File: src/rtl/win_pkg.sv
// Shared definitions for the 3x3 window generator: default geometry,
// pixel and coordinate types, and a wrap-around increment helper.
package win_pkg;

    localparam int DW_DEF    = 8;
    localparam int IMG_W_DEF = 256;
    localparam int IMG_H_DEF = 256;
    localparam int CW        = 12;

    typedef logic [DW_DEF-1:0] pix_t;
    typedef logic [CW-1:0]     coord_t;

    // Next coordinate with wrap to zero after the last index
    function automatic coord_t wrap_inc(input coord_t value, input coord_t last);
        return (value == last) ? '0 : coord_t'(value + coord_t'(1));
    endfunction

endpackage

File: src/rtl/win3x3_gen_if.sv
// Pixel-stream-in / window-out bundle of the 3x3 window generator.
// The slave modport is the generator side, the master modport the source/sink side.
interface win3x3_gen_if #(
    parameter int DW = win_pkg::DW_DEF
);
    import win_pkg::*;

    logic          pix_valid;
    logic [DW-1:0] pix_in;
    logic          sof;
    logic          win_valid;
    logic [DW-1:0] din0;
    logic [DW-1:0] din1;
    logic [DW-1:0] din2;
    logic [DW-1:0] din3;
    logic [DW-1:0] din4;
    logic [DW-1:0] din5;
    logic [DW-1:0] din6;
    logic [DW-1:0] din7;
    logic [DW-1:0] din8;
    coord_t        win_row;
    coord_t        win_col;

    modport master (
        output pix_valid, pix_in, sof,
        input  win_valid, din0, din1, din2, din3, din4, din5, din6, din7, din8,
               win_row, win_col
    );

    modport slave (
        input  pix_valid, pix_in, sof,
        output win_valid, din0, din1, din2, din3, din4, din5, din6, din7, din8,
               win_row, win_col
    );

endinterface

File: src/rtl/win3x3_gen_line_buf.sv
// One-line delay: the output is the value written DEPTH writes earlier.
// The read happens at the write pointer before it is overwritten, so the
// delay is counted in accepted pixels, not in clock cycles.
module line_buf #(
    parameter int DEPTH = 256,
    parameter int DW    = 8
) (
    input  logic          clk,
    input  logic          rst_n,
    input  logic          we,
    input  logic [DW-1:0] din,
    output logic [DW-1:0] dout
);
    localparam int AW = (DEPTH > 1) ? $clog2(DEPTH) : 1;

    logic [DW-1:0] mem [DEPTH];
    logic [AW-1:0] ptr;

    assign dout = mem[ptr];

    // Storage write; contents are don't-care until a full line has passed
    always_ff @(posedge clk) begin
        if (we) begin
            mem[ptr] <= din;
        end
    end

    // Circular write/read pointer, advancing once per accepted pixel
    always_ff @(posedge clk or negedge rst_n) begin
        if (!rst_n) begin
            ptr <= '0;
        end else if (we) begin
            ptr <= (ptr == AW'(DEPTH - 1)) ? '0 : ptr + AW'(1);
        end
    end

endmodule

File: src/rtl/win3x3_gen.sv
// 3x3 sliding-window generator over a raster pixel stream.
// Optional macro WIN3X3_FRAME_CNT_EN adds frame_done / frame_cnt outputs.
module win3x3_gen
    import win_pkg::*;
#(
    parameter int IMG_W = IMG_W_DEF,
    parameter int IMG_H = IMG_H_DEF,
    parameter int DW    = DW_DEF
) (
    input  logic        clk,
    input  logic        rst_n,
    win3x3_gen_if.slave bus
`ifdef WIN3X3_FRAME_CNT_EN
    ,
    output logic        frame_done,
    output logic [15:0] frame_cnt
`endif
);
    localparam coord_t LAST_COL = coord_t'(IMG_W - 1);
    localparam coord_t LAST_ROW = coord_t'(IMG_H - 1);

    logic          accept;
    coord_t        row;
    coord_t        col;
    coord_t        cur_row;
    coord_t        cur_col;
    logic          win_hit;
    logic [DW-1:0] line1_out;
    logic [DW-1:0] line2_out;
    logic [DW-1:0] win [9];
    logic          win_valid_q;
    coord_t        win_row_q;
    coord_t        win_col_q;

    assign accept = bus.pix_valid;

    // A start-of-frame pixel is placed at the origin whatever the counters say
    always_comb begin
        cur_row = row;
        cur_col = col;
        if (bus.sof) begin
            cur_row = '0;
            cur_col = '0;
        end
        win_hit = accept && (cur_row >= coord_t'(2)) && (cur_col >= coord_t'(2));
    end

    // Raster position of the next pixel; idle sof re-arms the origin
    always_ff @(posedge clk or negedge rst_n) begin
        if (!rst_n) begin
            row <= '0;
            col <= '0;
        end else if (accept) begin
            col <= wrap_inc(cur_col, LAST_COL);
            row <= (cur_col == LAST_COL) ? wrap_inc(cur_row, LAST_ROW) : cur_row;
        end else if (bus.sof) begin
            row <= '0;
            col <= '0;
        end
    end

    line_buf #(
        .DEPTH (IMG_W),
        .DW    (DW)
    ) u_line1 (
        .clk   (clk),
        .rst_n (rst_n),
        .we    (accept),
        .din   (bus.pix_in),
        .dout  (line1_out)
    );

    line_buf #(
        .DEPTH (IMG_W),
        .DW    (DW)
    ) u_line2 (
        .clk   (clk),
        .rst_n (rst_n),
        .we    (accept),
        .din   (line1_out),
        .dout  (line2_out)
    );

    // Window columns shift left; the right column takes line-2, line-1 and the new pixel
    always_ff @(posedge clk or negedge rst_n) begin
        if (!rst_n) begin
            win <= '{default: '0};
        end else if (accept) begin
            win[0] <= win[1];
            win[1] <= win[2];
            win[2] <= line2_out;
            win[3] <= win[4];
            win[4] <= win[5];
            win[5] <= line1_out;
            win[6] <= win[7];
            win[7] <= win[8];
            win[8] <= bus.pix_in;
        end
    end

    // Flag a complete window and latch its centre coordinates
    always_ff @(posedge clk or negedge rst_n) begin
        if (!rst_n) begin
            win_valid_q <= 1'b0;
            win_row_q   <= '0;
            win_col_q   <= '0;
        end else begin
            win_valid_q <= win_hit;
            if (win_hit) begin
                win_row_q <= cur_row - coord_t'(1);
                win_col_q <= cur_col - coord_t'(1);
            end
        end
    end

    assign bus.win_valid = win_valid_q;
    assign bus.win_row   = win_row_q;
    assign bus.win_col   = win_col_q;
    assign bus.din0      = win[0];
    assign bus.din1      = win[1];
    assign bus.din2      = win[2];
    assign bus.din3      = win[3];
    assign bus.din4      = win[4];
    assign bus.din5      = win[5];
    assign bus.din6      = win[6];
    assign bus.din7      = win[7];
    assign bus.din8      = win[8];

`ifdef WIN3X3_FRAME_CNT_EN
    logic last_pix;

    assign last_pix = accept && (cur_row == LAST_ROW) && (cur_col == LAST_COL);

    // One-cycle pulse after the last pixel of a frame, with a wrapping frame count
    always_ff @(posedge clk or negedge rst_n) begin
        if (!rst_n) begin
            frame_done <= 1'b0;
            frame_cnt  <= '0;
        end else begin
            frame_done <= last_pix;
            if (last_pix) begin
                frame_cnt <= frame_cnt + 16'd1;
            end
        end
    end
`endif

endmodule

File: src/flat_wrapper.sv
// flat-port wrapper written by rule: the top's interface ports become plain ports
module win3x3_gen_flat import win_pkg::*;
#(
    parameter int IMG_W = IMG_W_DEF,
    parameter int IMG_H = IMG_H_DEF,
    parameter int DW    = DW_DEF
)
  (clk, rst_n, bus_pix_valid, bus_pix_in, bus_sof, bus_win_valid, bus_din0, bus_din1, bus_din2, bus_din3, bus_din4, bus_din5, bus_din6, bus_din7, bus_din8, bus_win_row, bus_win_col);
  win3x3_gen_if #(.DW(DW)) bus_i ();
  input  logic clk;
  input  logic rst_n;
  input wire logic [$bits(bus_i.pix_valid)-1:0] bus_pix_valid;
  input wire logic [$bits(bus_i.pix_in)-1:0] bus_pix_in;
  input wire logic [$bits(bus_i.sof)-1:0] bus_sof;
  output wire logic [$bits(bus_i.win_valid)-1:0] bus_win_valid;
  output wire logic [$bits(bus_i.din0)-1:0] bus_din0;
  output wire logic [$bits(bus_i.din1)-1:0] bus_din1;
  output wire logic [$bits(bus_i.din2)-1:0] bus_din2;
  output wire logic [$bits(bus_i.din3)-1:0] bus_din3;
  output wire logic [$bits(bus_i.din4)-1:0] bus_din4;
  output wire logic [$bits(bus_i.din5)-1:0] bus_din5;
  output wire logic [$bits(bus_i.din6)-1:0] bus_din6;
  output wire logic [$bits(bus_i.din7)-1:0] bus_din7;
  output wire logic [$bits(bus_i.din8)-1:0] bus_din8;
  output wire logic [$bits(bus_i.win_row)-1:0] bus_win_row;
  output wire logic [$bits(bus_i.win_col)-1:0] bus_win_col;
  assign bus_i.pix_valid = bus_pix_valid;
  assign bus_i.pix_in = bus_pix_in;
  assign bus_i.sof = bus_sof;
  assign bus_win_valid = bus_i.win_valid;
  assign bus_din0 = bus_i.din0;
  assign bus_din1 = bus_i.din1;
  assign bus_din2 = bus_i.din2;
  assign bus_din3 = bus_i.din3;
  assign bus_din4 = bus_i.din4;
  assign bus_din5 = bus_i.din5;
  assign bus_din6 = bus_i.din6;
  assign bus_din7 = bus_i.din7;
  assign bus_din8 = bus_i.din8;
  assign bus_win_row = bus_i.win_row;
  assign bus_win_col = bus_i.win_col;
  win3x3_gen #(.IMG_W(IMG_W), .IMG_H(IMG_H), .DW(DW)) u_core (.clk(clk), .rst_n(rst_n), .bus(bus_i));
endmodule
File: config.mk
export PLATFORM = sky130hd
export DESIGN_NAME = win3x3_gen_flat
export DESIGN_NICKNAME = d
export VERILOG_FILES = /design/src/rtl/win_pkg.sv /design/src/rtl/win3x3_gen_if.sv /design/src/rtl/win3x3_gen_line_buf.sv /design/src/rtl/win3x3_gen.sv /design/src/flat_wrapper.sv
export SDC_FILE = /design/constraint.sdc
export NUM_CORES = 2
export LEC_CHECK = 0
export BUFFER_PORTS_ARGS = -buffer_cell sky130_fd_sc_hd__buf_2
export CORE_MARGIN = 1.5
export CORE_UTILIZATION = 36
export DETAILED_ROUTE_END_ITERATION = 8
export PLACE_DENSITY = 0.5
export SKIP_CTS_REPAIR_TIMING = 1
export SLEW_MARGIN = 20
export SYNTH_ARGS = -nofsm -noshare
export SYNTH_HDL_FRONTEND = slang
export SYNTH_SLANG_ARGS = --single-unit
File: constraint.sdc
create_clock -name clk -period 10.8 [get_ports clk]
set_input_delay 1.08 -clock clk [delete_from_list [all_inputs] [get_ports clk]]
set_output_delay 1.08 -clock clk [all_outputs]
set_load 0.005 [all_outputs]
======== After elaboration in Yosys (flattened, before gate mapping) ========
Memories as Yosys holds them, arrays and structs flattened. A register that Yosys moved wholly into a read port is not among the register bits.
Cells that the tools add are included.
word-level totals
  logic and storage cells ................. 43
  bits of input ports ..................... 12
  memory bits (writable) .................. 4096
  memories kept ........................... 2
  register bits after elaboration ......... 129
operators by class
  add/subtract/negate cells ............... 6
  equal/unequal tests ..................... 4
  order comparisons ....................... 2
  muxes and demuxes ....................... 11
  reduce and logical (&&, ||, !) cells .... 3
memory list
  memory              depth  bits a word  read ports  clocked after memory_dff  wr ports  RTL line                   text
  u_core.u_line1.mem  256    8            1           0                         1         win3x3_gen_line_buf.sv:16  logic [DW-1:0] mem [DEPTH];
  u_core.u_line2.mem  256    8            1           1                         1         win3x3_gen_line_buf.sv:16
operators with widths
  cell                                                                number
  2-to-1 mux 12 bit                                                   7
  adder 12 x 1 -> 12 bit, second input constant                       2
  equality test 12 x 8 -> 1 bit, second input constant                2
  greater-or-equal comparator 12 x 2 -> 1 bit, second input constant  2
  subtractor 12 x 1 -> 12 bit, second input constant                  2
  adder 8 x 1 -> 8 bit, second input constant                         2
  equality test 8 bit, second input constant                          2
  2-to-1 mux 8 bit                                                    2
  logical AND 1 bit                                                   2
  2-to-1 mux 1 bit                                                    2
  logical NOT 1 bit                                                   1

======== Longest topological paths before layout ========
  depth after elaboration ................. 5
  mapped depth ............................ 13
  mapped depth without buffers ............ 11

======== By module ========
Synthesis repeated with hierarchy kept, for this count alone.
unflattened totals
  cells, all modules ...................... 7621
  area, all modules ....................... 162865.0 um^2
modules (own cells, without submodules)
  module      cells each  sequential area each (um^2)  times used  area an instance (um^2)
  line_buf    3578        61699.2                      2           78626.7
  win3x3_gen  465         3027.9                       1           5611.6

======== Least setup slack after synthesis ========
No wires, ideal clock.
  path kind ............................... register -> register
  start point ............................. register u_core.u_line1.ptr[0]
  end point ............................... memory u_core.u_line2.mem[0][1] (data pin)
  arrival ................................. 9.388 ns
  stages on the path, launching flop included .. 12
  slack ................................... -0.291 ns
  required time ........................... 9.097 ns
  clock period less this slack ............ 11.091 ns
  cells stage by stage .................... dfrtp_1 buf_2 buf_6 buf_4 buf_6 buf_4 mux2i_1 a22oi_1 o211ai_1 a41oi_1 o21ai_0 a32oi_1
between the ends
  longest elaborated chain between the ends .. 1
ends and longest elaborated chain
  item                     RTL line                   text
  from (decl)              win3x3_gen_line_buf.sv:17  logic [AW-1:0] ptr;
  from (signal assigned)   win3x3_gen_line_buf.sv:33  ptr <= (ptr == AW'(DEPTH - 1)) ? '0 : ptr + AW'(1);
  memory (256 x 8 bit)     -
  via u_core.line1_out[1]  win3x3_gen.sv:28           logic [DW-1:0] line1_out;
  to (decl)                win3x3_gen_line_buf.sv:16
The timed path passes the listed nets, and every way through them passes these cells.

======== Final worst setup path ========
  start point ............................. register u_core.u_line1.ptr[0]
  end point ............................... memory u_core.u_line2.mem[18][5] (data pin)
Same word-level chain as after synthesis.

==> reports/qor.txt <==
CP startpoint: u_core.u_line1.ptr[0]$_DFFE_PN0P_
CTS Sinks: 4233
Unique masters post-synth: 73
Syn Inst Count: 7904
DIE AREA: 462000 um^2
CTS max path bufs: 4
Final Setup Violations: 0
R2r startpoint: u_core.u_line1.ptr[0]$_DFFE_PN0P_
Worst min path class: primary input to asynchronous set/reset pin
Crit path arrival time: 7.51 ns
Placement Cell Area: 173000 um^2
H-tree depth: 5
Die height: 680 um
Ys Warns: 0
Drt total wl: 448000 um
Hold slack: 0.0472 ns
Number of clock buffers inserted by TritonCTS: 445
CP cell instances: buf_4 -> buf_4 -> mux4_2 -> mux2_2 -> a21oi_1 -> a41oi_1 -> o21ai_0 -> a32oi_4 -> buf_4 -> buf_4 -> buf_4
# Max-Cap Violations: 0
Sum Neg Setup Slack: 0 ns
Max VDD drop: 0.618 mV
Util after Layout: 41.0%
Clock power share: 30.6%
Largest net degree at the start of global routing: 198
Leakage: 58.1 nW
DRC viols: 0
Most frequent CP cell: buf_4
Post-synth EDFFs: 4096
Std-Cell Core Area: 456000 um^2
Seq/Total Area, Yosys: 76.7%
Routed WL per cell: 30.8 um
Startpoint Class: flop
Synthesized flop and latch total: 4233
Post-Syn Area: 165000 um^2
Avg Vias per Cell: 5.54
Placed cells: 13700
Most common cell after layout, fill and taps aside: edfxtp_1
Vias in the first global route: 82900
Mapped Nets: 7930
Status: finished, final reports clean
Placer Congestion: 0.791
Layout cells sized above 1: 24.8%
Part of the power in combinational logic: 24.1%
Internal power: 0.0339 W
Final Cycle Share: 64.2%
CTS tree: done
Gr usage total: 19.0%
Ys async rst share: 3.24%
Ys flop type: edfxtp_1
CTS clk-pin slew, worst paths: 0.06 ns
Initial Util: 36.1%
FF-to-FF End: u_core.u_line2.mem[18][5]$_DFFE_PP_
WS Path Type: flop to flop
Final nets: 8203
Sequential share of power: 45.3%
Max stage delay on crit path: 0.92 ns
Most frequent cells in the layout: edfxtp_1, mux4_2, nor2_1
Top-level I/O count: 109
Net Sw Frac: 31.4%
Worst setup EP type: flop
Initial DRC Count: 8169
1st-pass router iterations: 5
Core Rows: 248
RSZ-0062 raised after global routing: no
Setup Skew: 0.0977 ns
Routed Antenna Nets: 0
Port-buffer cells: 108
Reg2Reg Depth: 11
Global-route wire length before repair: 635000 um
CP Data Required Time: 11.37 ns
Mean Syn Cell Area: 20.9 um^2
Gr ovfl total: 0
Worst-margin pin slew: 1.24 ns
Final Hold Fails: 0
Dpl hpwl: 270000 um
Slew Limit Fails: 0
Worst skew pair latency: 1.01 ns
Period minus WS final: 6.94 ns
P per Cell Area: 264 nW/um^2
NetSw: 0.0155 W
Fmax: 144 MHz
Relative slew slack: 16.4%
Layout area overhead: 13.5%
Internal reg-to-reg setup slack: 3.86 ns
Finished layout cell area: 187000 um^2
Crit Path Max Fanout: 96
Slowest-stage cell, CP: dfrtp_4
Die X: 680 um
Clk root buf: clkbuf_16
Final Non-Filler Cells: 14600
Antenna violations before repair: 17
DR vias: 80700
==> flip-flops by register name, summed over array words and instances (netlist names), 12 cells and up <==
name and cells:
u_core.row 12, u_core.bus.win_row 12, u_core.u_line1.mem 2048, u_core.col 12, u_core.bus.win_col 12, u_core.u_line2.mem 2048
==> power groups by stage <==
stage          Combinational, W  Sequential (W)  Clock [W]
2_1_floorplan           0.00618          0.0231          0
3_3_place_gp             0.0117          0.0227          0
3_5_place_dp             0.0121          0.0227          0
4_1_cts                  0.0121          0.0224     0.0154
5_1_grt                  0.0126          0.0224     0.0160
6_report                 0.0119          0.0224     0.0151
==> worst max-delay path by stage <==
| stage | endpoint | slack (ns) |
|---|---|---|
| final | u_core.u_line2.mem[18][5]$_DFFE_PP_ | 3.86 |
| after global routing | u_core.u_line2.mem[18][5]$_DFFE_PP_ | 3.48 |
| after CTS | u_core.u_line2.mem[18][5]$_DFFE_PP_ | 3.78 |
| after detailed placement | u_core.u_line2.mem[236][5]$_DFFE_PP_ | 3.87 |
| after global placement | u_core.u_line2.mem[206][5]$_DFFE_PP_ | 4.06 |
| after floorplan | u_core.u_line2.mem[0][5]$_DFFE_PP_ | -0.23 |
==> through the flow <==
step / power, W / setup WS, ns
final: 0.0494 / 3.86
after global routing: 0.0510 / 3.48
after detailed placement: 0.0348 / 3.87
after global placement: 0.0344 / 4.06
after CTS: 0.0499 / 3.78
after floorplan: 0.0293 / -0.234
==> per-layer routing <==
metal | wire [um] | vias to the layer above | GRT usage, %
met3 | 26700 | 717 | 3.02
met1 | 193000 | 43800 | 26.7
met2 | 216000 | 2721 | 31.0
li1 | - | 33400 | -
met4 | 12500 | 20 | 5.02
met5 | 136 | - | 0
==> worst max-delay path, delay by kind of cell (launching register included) <==
kind,cells,cell delay (ns)
compound gates,4,1.56
buf+inv,5,3.30
flops,1,0.92
mux,2,0.46
==> Yosys cell counts (41+ instances only) <==
cell	instances	area [um^2]
buf_1	52	195
buf_4	66	495
mux2i_1	302	3020
nand3_1	169	846
o21ai_0	80	400
dfrtp_1	137	3430
a21oi_1	63	315
buf_2	108	541
nor2_1	610	2290
edfxtp_1	4096	123000
nand2_1	191	717
mux2_2	100	1130
o22ai_1	83	519
clkbuf_1	222	833
a22oi_1	136	1020
a31oi_1	45	282
nor3_1	41	205
mux4_2	987	22200
==> area by class of cell <==
type	count	area, um^2
fill	40000	269000
sequential	4233	126000
multi-input combinational	3164	36300
clock buffer	557	11900
tap	6000	7510
clock inverter	265	2460
timing repair buffer	310	2440
inverter	23	88.8
antenna	3	7.51
==> logic make-up (layout without fill, tap and decap cells) <==
logic type,after synthesis,after routing,synth area share (%)
buffers and inverters,507,1155,1.55
flip-flops,4233,4233,76.7
XOR/XNOR,38,38,0.202
adder cells (fa/ha/maj),14,14,0.106
AO/OA/AOI/OAI,562,562,2.36
other,0,3,0
multiplexers,1389,1389,16.0
AND/OR/NAND/NOR,1161,1161,3.09
(Power assumes the default switching activity.)
